`src/rtl/rf_wb_arbiter.sv`:
```
// Write-back arbiter for the shared register-file write port: round-robin grant among
// ALU/LSU/MDU, a one-entry registered write stage, and bypass of that stage onto both read ports.
module rf_wb_arbiter #(
   parameter int DWIDTH = 32,
   parameter int NREQ   = 3
) (
   input  logic              clk,
   input  logic              rst_n,
   input  logic              alu_valid,
   input  logic [4:0]        alu_rd,
   input  logic [DWIDTH-1:0] alu_data,
   output logic              alu_ready,
   input  logic              lsu_valid,
   input  logic [4:0]        lsu_rd,
   input  logic [DWIDTH-1:0] lsu_data,
   output logic              lsu_ready,
   input  logic              mdu_valid,
   input  logic [4:0]        mdu_rd,
   input  logic [DWIDTH-1:0] mdu_data,
   output logic              mdu_ready,
   output logic [4:0]        rd,
   output logic [DWIDTH-1:0] writedata,
   output logic              RegWen,
   input  logic [4:0]        rs1,
   input  logic [4:0]        rs2,
   input  logic [DWIDTH-1:0] porta_in,
   input  logic [DWIDTH-1:0] portb_in,
   output logic [DWIDTH-1:0] fwd_a,
   output logic [DWIDTH-1:0] fwd_b
);

   logic [NREQ-1:0]   req;
   logic [NREQ-1:0]   gnt;
   logic [4:0]        req_rd   [NREQ];
   logic [DWIDTH-1:0] req_data [NREQ];
   logic [1:0]        ptr;
   logic [1:0]        gnt_idx;
   logic [2:0]        scan_idx;
   logic              xfer;

   logic              wen_p1;
   logic [4:0]        rd_p1;
   logic [DWIDTH-1:0] data_p1;

   function automatic logic [1:0] rr_next(input logic [1:0] k);
      return (k == 2'(NREQ - 1)) ? 2'd0 : k + 2'd1;
   endfunction

   function automatic logic [DWIDTH-1:0] bypass(
      input logic              wen,
      input logic [4:0]        wr_idx,
      input logic [DWIDTH-1:0] wr_data,
      input logic [4:0]        rs,
      input logic [DWIDTH-1:0] raw
   );
      return (wen && (wr_idx == rs) && (rs != 5'd0)) ? wr_data : raw;
   endfunction

   assign req         = {mdu_valid, lsu_valid, alu_valid};
   assign req_rd[0]   = alu_rd;
   assign req_rd[1]   = lsu_rd;
   assign req_rd[2]   = mdu_rd;
   assign req_data[0] = alu_data;
   assign req_data[1] = lsu_data;
   assign req_data[2] = mdu_data;

   // Scan requesters starting at ptr, wrapping modulo NREQ; first valid one wins.
   always_comb begin
      gnt      = '0;
      gnt_idx  = '0;
      xfer     = 1'b0;
      scan_idx = '0;
      for (int i = 0; i < NREQ; i++) begin
         scan_idx = {1'b0, ptr} + 3'(i);
         if (scan_idx >= 3'(NREQ))
            scan_idx = scan_idx - 3'(NREQ);
         if (!xfer && req[scan_idx[1:0]]) begin
            gnt[scan_idx[1:0]] = 1'b1;
            gnt_idx            = scan_idx[1:0];
            xfer               = 1'b1;
         end
      end
   end

   assign alu_ready = gnt[0];
   assign lsu_ready = gnt[1];
   assign mdu_ready = gnt[2];

   // Stage p1: registered write toward the regfile; x0 writes are accepted but never enabled.
   always_ff @(posedge clk or negedge rst_n) begin
      if (!rst_n) begin
         ptr     <= '0;
         wen_p1  <= 1'b0;
         rd_p1   <= '0;
         data_p1 <= '0;
      end else begin
         wen_p1 <= xfer && (req_rd[gnt_idx] != 5'd0);
         if (xfer) begin
            ptr     <= rr_next(gnt_idx);
            rd_p1   <= req_rd[gnt_idx];
            data_p1 <= req_data[gnt_idx];
         end
      end
   end

   assign RegWen    = wen_p1;
   assign rd        = rd_p1;
   assign writedata = data_p1;

   assign fwd_a = bypass(wen_p1, rd_p1, data_p1, rs1, porta_in);
   assign fwd_b = bypass(wen_p1, rd_p1, data_p1, rs2, portb_in);

endmodule

```
`config.mk`:
```
export PLATFORM = sky130hd
export DESIGN_NAME = rf_wb_arbiter
export DESIGN_NICKNAME = d
export VERILOG_FILES = /design/src/rtl/rf_wb_arbiter.sv
export SDC_FILE = /design/constraint.sdc
export NUM_CORES = 1
export LEC_CHECK = 0
export ABC_CLOCK_PERIOD_IN_PS = 4050
export CORE_AREA = 2 2 116 118
export DETAILED_ROUTE_END_ITERATION = 16
export DIE_AREA = 0 0 118 120
export PLACE_DENSITY = 0.79
export SYNTH_ARGS = -nofsm -noshare
export SYNTH_HDL_FRONTEND = slang
export SYNTH_SLANG_ARGS = --single-unit
```
`constraint.sdc`:
```
create_clock -name clk -period 4.05 [get_ports clk]
set_input_delay 0.81 -clock clk [delete_from_list [all_inputs] [get_ports clk]]
set_output_delay 0.81 -clock clk [all_outputs]
set_load 0.1 [all_outputs]
```
* After elaboration in Yosys (flattened, before gate mapping)
Cells that the tools add are included.
** Storage, ports and cells
- Bits in registers :: 40
- Input bits :: 190
- Word-level logic and storage cells :: 74
** Cells by class
- $add $sub $neg :: 6
- Magnitude comparators :: 10
- Eq/ne operators :: 3
- Multiplexer cells :: 33
- Bitwise logic cells :: 3
- Reduce and logical (&&, ||, !) cells :: 15
** Operators by type and width (number)
- $mux 32 :: 4
- $bmux 32 s2 :: 1
- $reduce_bool 5->1 :: 3
- $mux 2 :: 7
- $bmux 5 s2 :: 1
- $eq 5x5->1 :: 2
- $logic_and 1x1->1 :: 10
- $mux 5 :: 2
- $lt 2x3->1 const B :: 3
- $mux 1 :: 9
- $mux 3 :: 3
- $bmux 1 s2 :: 3
- $demux 1 s2 :: 3
- $ge 2x1->1 const B :: 3
- $ge 3x2->1 const B :: 2
- $or 3x3->3 :: 2
- $sub 2x2->2 const B :: 3
- $add 2x1->3 const B :: 1
- $add 2x2->3 const B :: 1
- $ge 3x3->1 const B :: 1
- $not 2->3 :: 1
- $add 2x1->2 const B :: 1
- $eq 2x2->1 const B :: 1
- $ge 2x2->1 const B :: 1
- $logic_not 1->1 :: 2

* Logic depth before layout (Yosys ltp)
- Depth after elaboration :: 17
- Mapped depth :: 11

* Least setup slack after synthesis
OpenSTA, ideal clock, no wires.
- Path kind :: input -> output
- Start :: in lsu_valid
- End :: out lsu_ready
- Data arrival time :: 3.046 ns
- Required time :: 3.240 ns
- Setup slack :: 0.194 ns
- Stages on the path :: 4
- Path buffers :: 0
- Path through :: mux2i_1 o22ai_4 o41a_1 a21oi_1
** Between the ends
- Cells in the longest elaborated chain, start to end :: 9
- Elaborated cells on any way between the ends :: 17
- Classes of those cells :: mux: 11; bitwise: 2; reduce/logical: 4
** RTL lines
- start, declared :: line 13 : input logic lsu_valid,
- $bmux 1 s2 :: line 77 : if (!xfer && req[scan_idx[1:0]]) begin
- $mux 1 (not written as such) :: line 77
- $mux 1 :: line 77
- $logic_not 1->1 :: line 77
- $logic_and 1x1->1 :: line 77
- $mux 1 :: line 77
- $logic_not 1->1 :: line 77
- $logic_and 1x1->1 :: line 77
- $mux 3 (*) :: line 77
- end, declared :: line 16 : output logic lsu_ready,
Every way passes the cells marked *; elsewhere a longest branch is shown, timed or not. The select of a mux whose other input is x is not followed.

* Worst setup path after layout
- Start :: in rs1[0]
- End :: out fwd_a[3]
** Between the ends
- Cells in the longest elaborated chain, start to end :: 4
- Elaborated cells on any way between the ends :: 5
- Classes of those cells :: eq/ne: 1; mux: 1; reduce/logical: 3
** RTL lines
- start, declared :: line 24 : input logic [4:0] rs1,
- $eq 5x5->1 :: line 56 : return (wen && (wr_idx == rs) && (rs != 5'd0)) ? wr_data : raw;
- $logic_and 1x1->1 :: line 56
- $logic_and 1x1->1 (*) :: line 56
- $mux 32 (*) :: line 56
- end, declared :: line 28 : output logic [DWIDTH-1:0] fwd_a,
Every way passes the cells marked *; elsewhere a longest branch is shown, timed or not.

==> results.txt <==
WL/cell: 18.22 um
Post-synth EDFFs: 0
Vias per Instance: 4.833
Maximum root-to-sink buffer count: 2
TritonCTS Sinks: 40
Total Wirelength: 14.98 mm
Total die area: 14160 um^2
CP peak stage delay: 500 ps
# setup viols final: 0
Synthesized-area fraction occupied by adder cells: 0.01400
Bufs and invs on worst path: 3
Post-synthesis mux area share: 0.4344
DRT iter0 DRCs: 223
Register area: 1001 um^2
Hold crit path type: reg -> reg
GPL Wtd Cong: 0.8577
Leakage power: 3.024 nW
Vias in the first global route: 4310
Sequential fraction of the synthesis area: 0.2800
Crit path max-delay cell type: clkdlybuf4s50_1
Num CTS Buffers: 5
XOR/XNOR share of the synthesized area: 0.01960
Worst-margin pin slew: 1036 ps
Crit path max-delay family: buffers and inverters
Status: complete, no violations
Nets@finish: 839
Die X: 118 um
Instance count on the critical path: 9
Data required time of the worst path: 3240 ps
Synth warnings: 0
CTS Root Cell: clkbuf_16
Async SR Flop Fraction: 1.000
CP max FO: 17
Worst Reg-to-Reg Cells: 9
Power Dens Cells: 875.1 nW/um^2
TritonCTS clock tree: built
Number of max-cap violations: 0
Die H: 120 um
Final worst-path cycle share: 0.9222
Area Growth Syn to Fin: 111.0%
Largest net degree at the start of global routing: 48
RSZ-0062 raised after global routing: no
TritonRoute pass-1 iters: 5
Total track usage: 0.2092
Worst r2r dst: RegWen
Final hold slack: 553.7 ps
Post-synthesis register bit count: 40
Synth Instances: 360
Post-CTS Resized: 0
Initial Util: 0.2754
H-tree Lvls: 2
Post-synthesis cell type count: 45
FMAX: 267.7 MHz
Kind of critical path: in -> out
Vias: 3973
Worst rel slew slack: 0.3074
Area of the multi-input gates: 2407 um^2
Most common cell after layout, fill and taps aside: clkdlybuf4s50_1
Simple-Gate Fraction of Synth Area: 0.08680
Cell area after synthesis: 3575 um^2
CP startpoint: rs1[0]
Most used DFF post-synth: dfrtp_1
Period minus WS final: 3735 ps
Crit path cell chain: clkdlybuf4s50_1 > nor4_1 > nor3_1 > a21oi_1 > nor4_1 > and3_2 > buf_12 > mux2_1 > buf_12
Synth Area per Inst: 9.930 um^2
Worst-skew pair later-pin latency: 280 ps
Initial antenna violation count: 0
Std-Cell Rows: 42
Final Max Tran Viols: 0
Setup Buffers After CTS: 0
Share of layout cells above drive strength 1: 0.2043
# DRC: 0
Fillers: 1094
Setup crit end: fwd_a[3]
Antenna cells: 0
Clock transition at path regs: 60 ps
Worst reg2reg startpoint: ptr[0]
CTS Hold Bufs: 0
Final hold viol count: 0
Largest family of logic cells by synthesized area: multiplexers
Clock skew: 4.492 ps
Worst setup EP type: output pin
# IOs: 295
Routed Antenna Nets: 0
Synth Area in Compound Gates: 0.1120
Setup tns final: 0 ps
First-pass GRT wire length: 23.36 mm
Syn Nets: 554
Crit start category: input pin
CP arrival: 2930 ps
Area of the core: 12980 um^2
Worst reg2reg setup slack: 1110 ps
Most frequent cells in the layout: clkdlybuf4s50_1 (226), buf_12 (70), mux2_1 (63)
IO buf count: 294
Post-DP HPWL: 12.53 mm
Grt total ovfl: 0
Peak VDD IR: 0.0003968 V
==> layer usage <==
layer  GRT usage  wire length [um]  vias up
met5           0                 0        -
met4     0.05798               310        0
met3     0.05894              1118       22
met2      0.3877              7826      198
met1      0.2334              5723     1878
li1            -                 -     1875
==> worst min-delay path, cell delays in order (launching register included) <==
cell and delay, ps:
dfrtp_1 390, nand2_1 60, o21ai_1 70
==> cell families (layout without fill, tap and decap cells) <==
logic type,count (synthesis),count (layout)
DFF,40,40
xor gates and xnor gates,8,8
AOI/OAI and AO/OA,66,66
muxes,142,142
buffers and inverters,33,319
and+or+nand+nor,67,67
adders and majority gates,4,4
==> layout make-up <==
| class | count | area share |
|---|---|---|
| timing repair buffer | 305 | 0.4943 |
| tap | 176 | 0.02919 |
| inverter | 6 | 0.002986 |
| clock inverter | 2 | 0.004644 |
| sequential | 40 | 0.1327 |
| clock buffer | 6 | 0.01708 |
| multi-input combinational | 287 | 0.3191 |
==> stage by stage <==
step                      total power (W)  utilization  setup slack [ps]  area (um^2)  std cells
after floorplan                  0.004674            -             193.6         3575        360
after global placement           0.006103       0.5685             389.0         7380        814
after detailed placement         0.006196       0.5685             327.1         7380        814
after CTS                        0.006656       0.5812             305.2         7543        822
after global routing             0.006905       0.5812             193.9         7543        822
final                            0.006602       0.5812             314.9         7543        822
==> synthesized netlist by cell type, types with 2 or more instances <==
cell	count	share of area
dfrtp_1	40	0.28
xnor2_1	2	0.0049
and3_1	2	0.0035
a21boi_1	2	0.0042
mux2i_1	39	0.11
nand2b_1	2	0.0035
mux2_1	63	0.20
nor3_1	3	0.0042
buf_8	2	0.0084
buf_6	2	0.0063
o21ai_1	39	0.055
mux2_2	39	0.12
inv_1	6	0.0063
xor2_1	6	0.015
clkbuf_1	9	0.0094
buf_2	8	0.011
o21ai_0	5	0.0070
buf_4	5	0.011
nor4_1	4	0.0070
ha_1	4	0.014
nor2_1	4	0.0042
nand2_1	44	0.046
a21oi_1	6	0.0084
nand3b_1	3	0.0063
==> flip-flops by register name, indices dropped and copies added (netlist names) <==
name and cells:
writedata 32, RegWen 1, ptr 2, rd 5
==> how the worst min path moves through the flow <==
stage,startpoint,to,slack (ps),cells past startpoint
after global routing,ptr[1],ptr[1],590,2
after detailed placement,ptr[0],ptr[0],550,2
after global placement,ptr[0],ptr[0],520,2
final,ptr[0],ptr[0],550,2
after CTS,ptr[0],ptr[0],560,2
after floorplan,rst_n,RegWen,510,0
==> power breakdown <==
group	internal (W)	total, W	leakage [nW]	switching (W)
registers	0.000627	0.000905	0.472	0.000277
clock network	0.000290	0.000448	0.0808	0.000158
logic	0.00182	0.00525	2.47	0.00343
total	0.00274	0.00660	3.02	0.00386
Note: power is estimated with default switching activity, not from simulation.
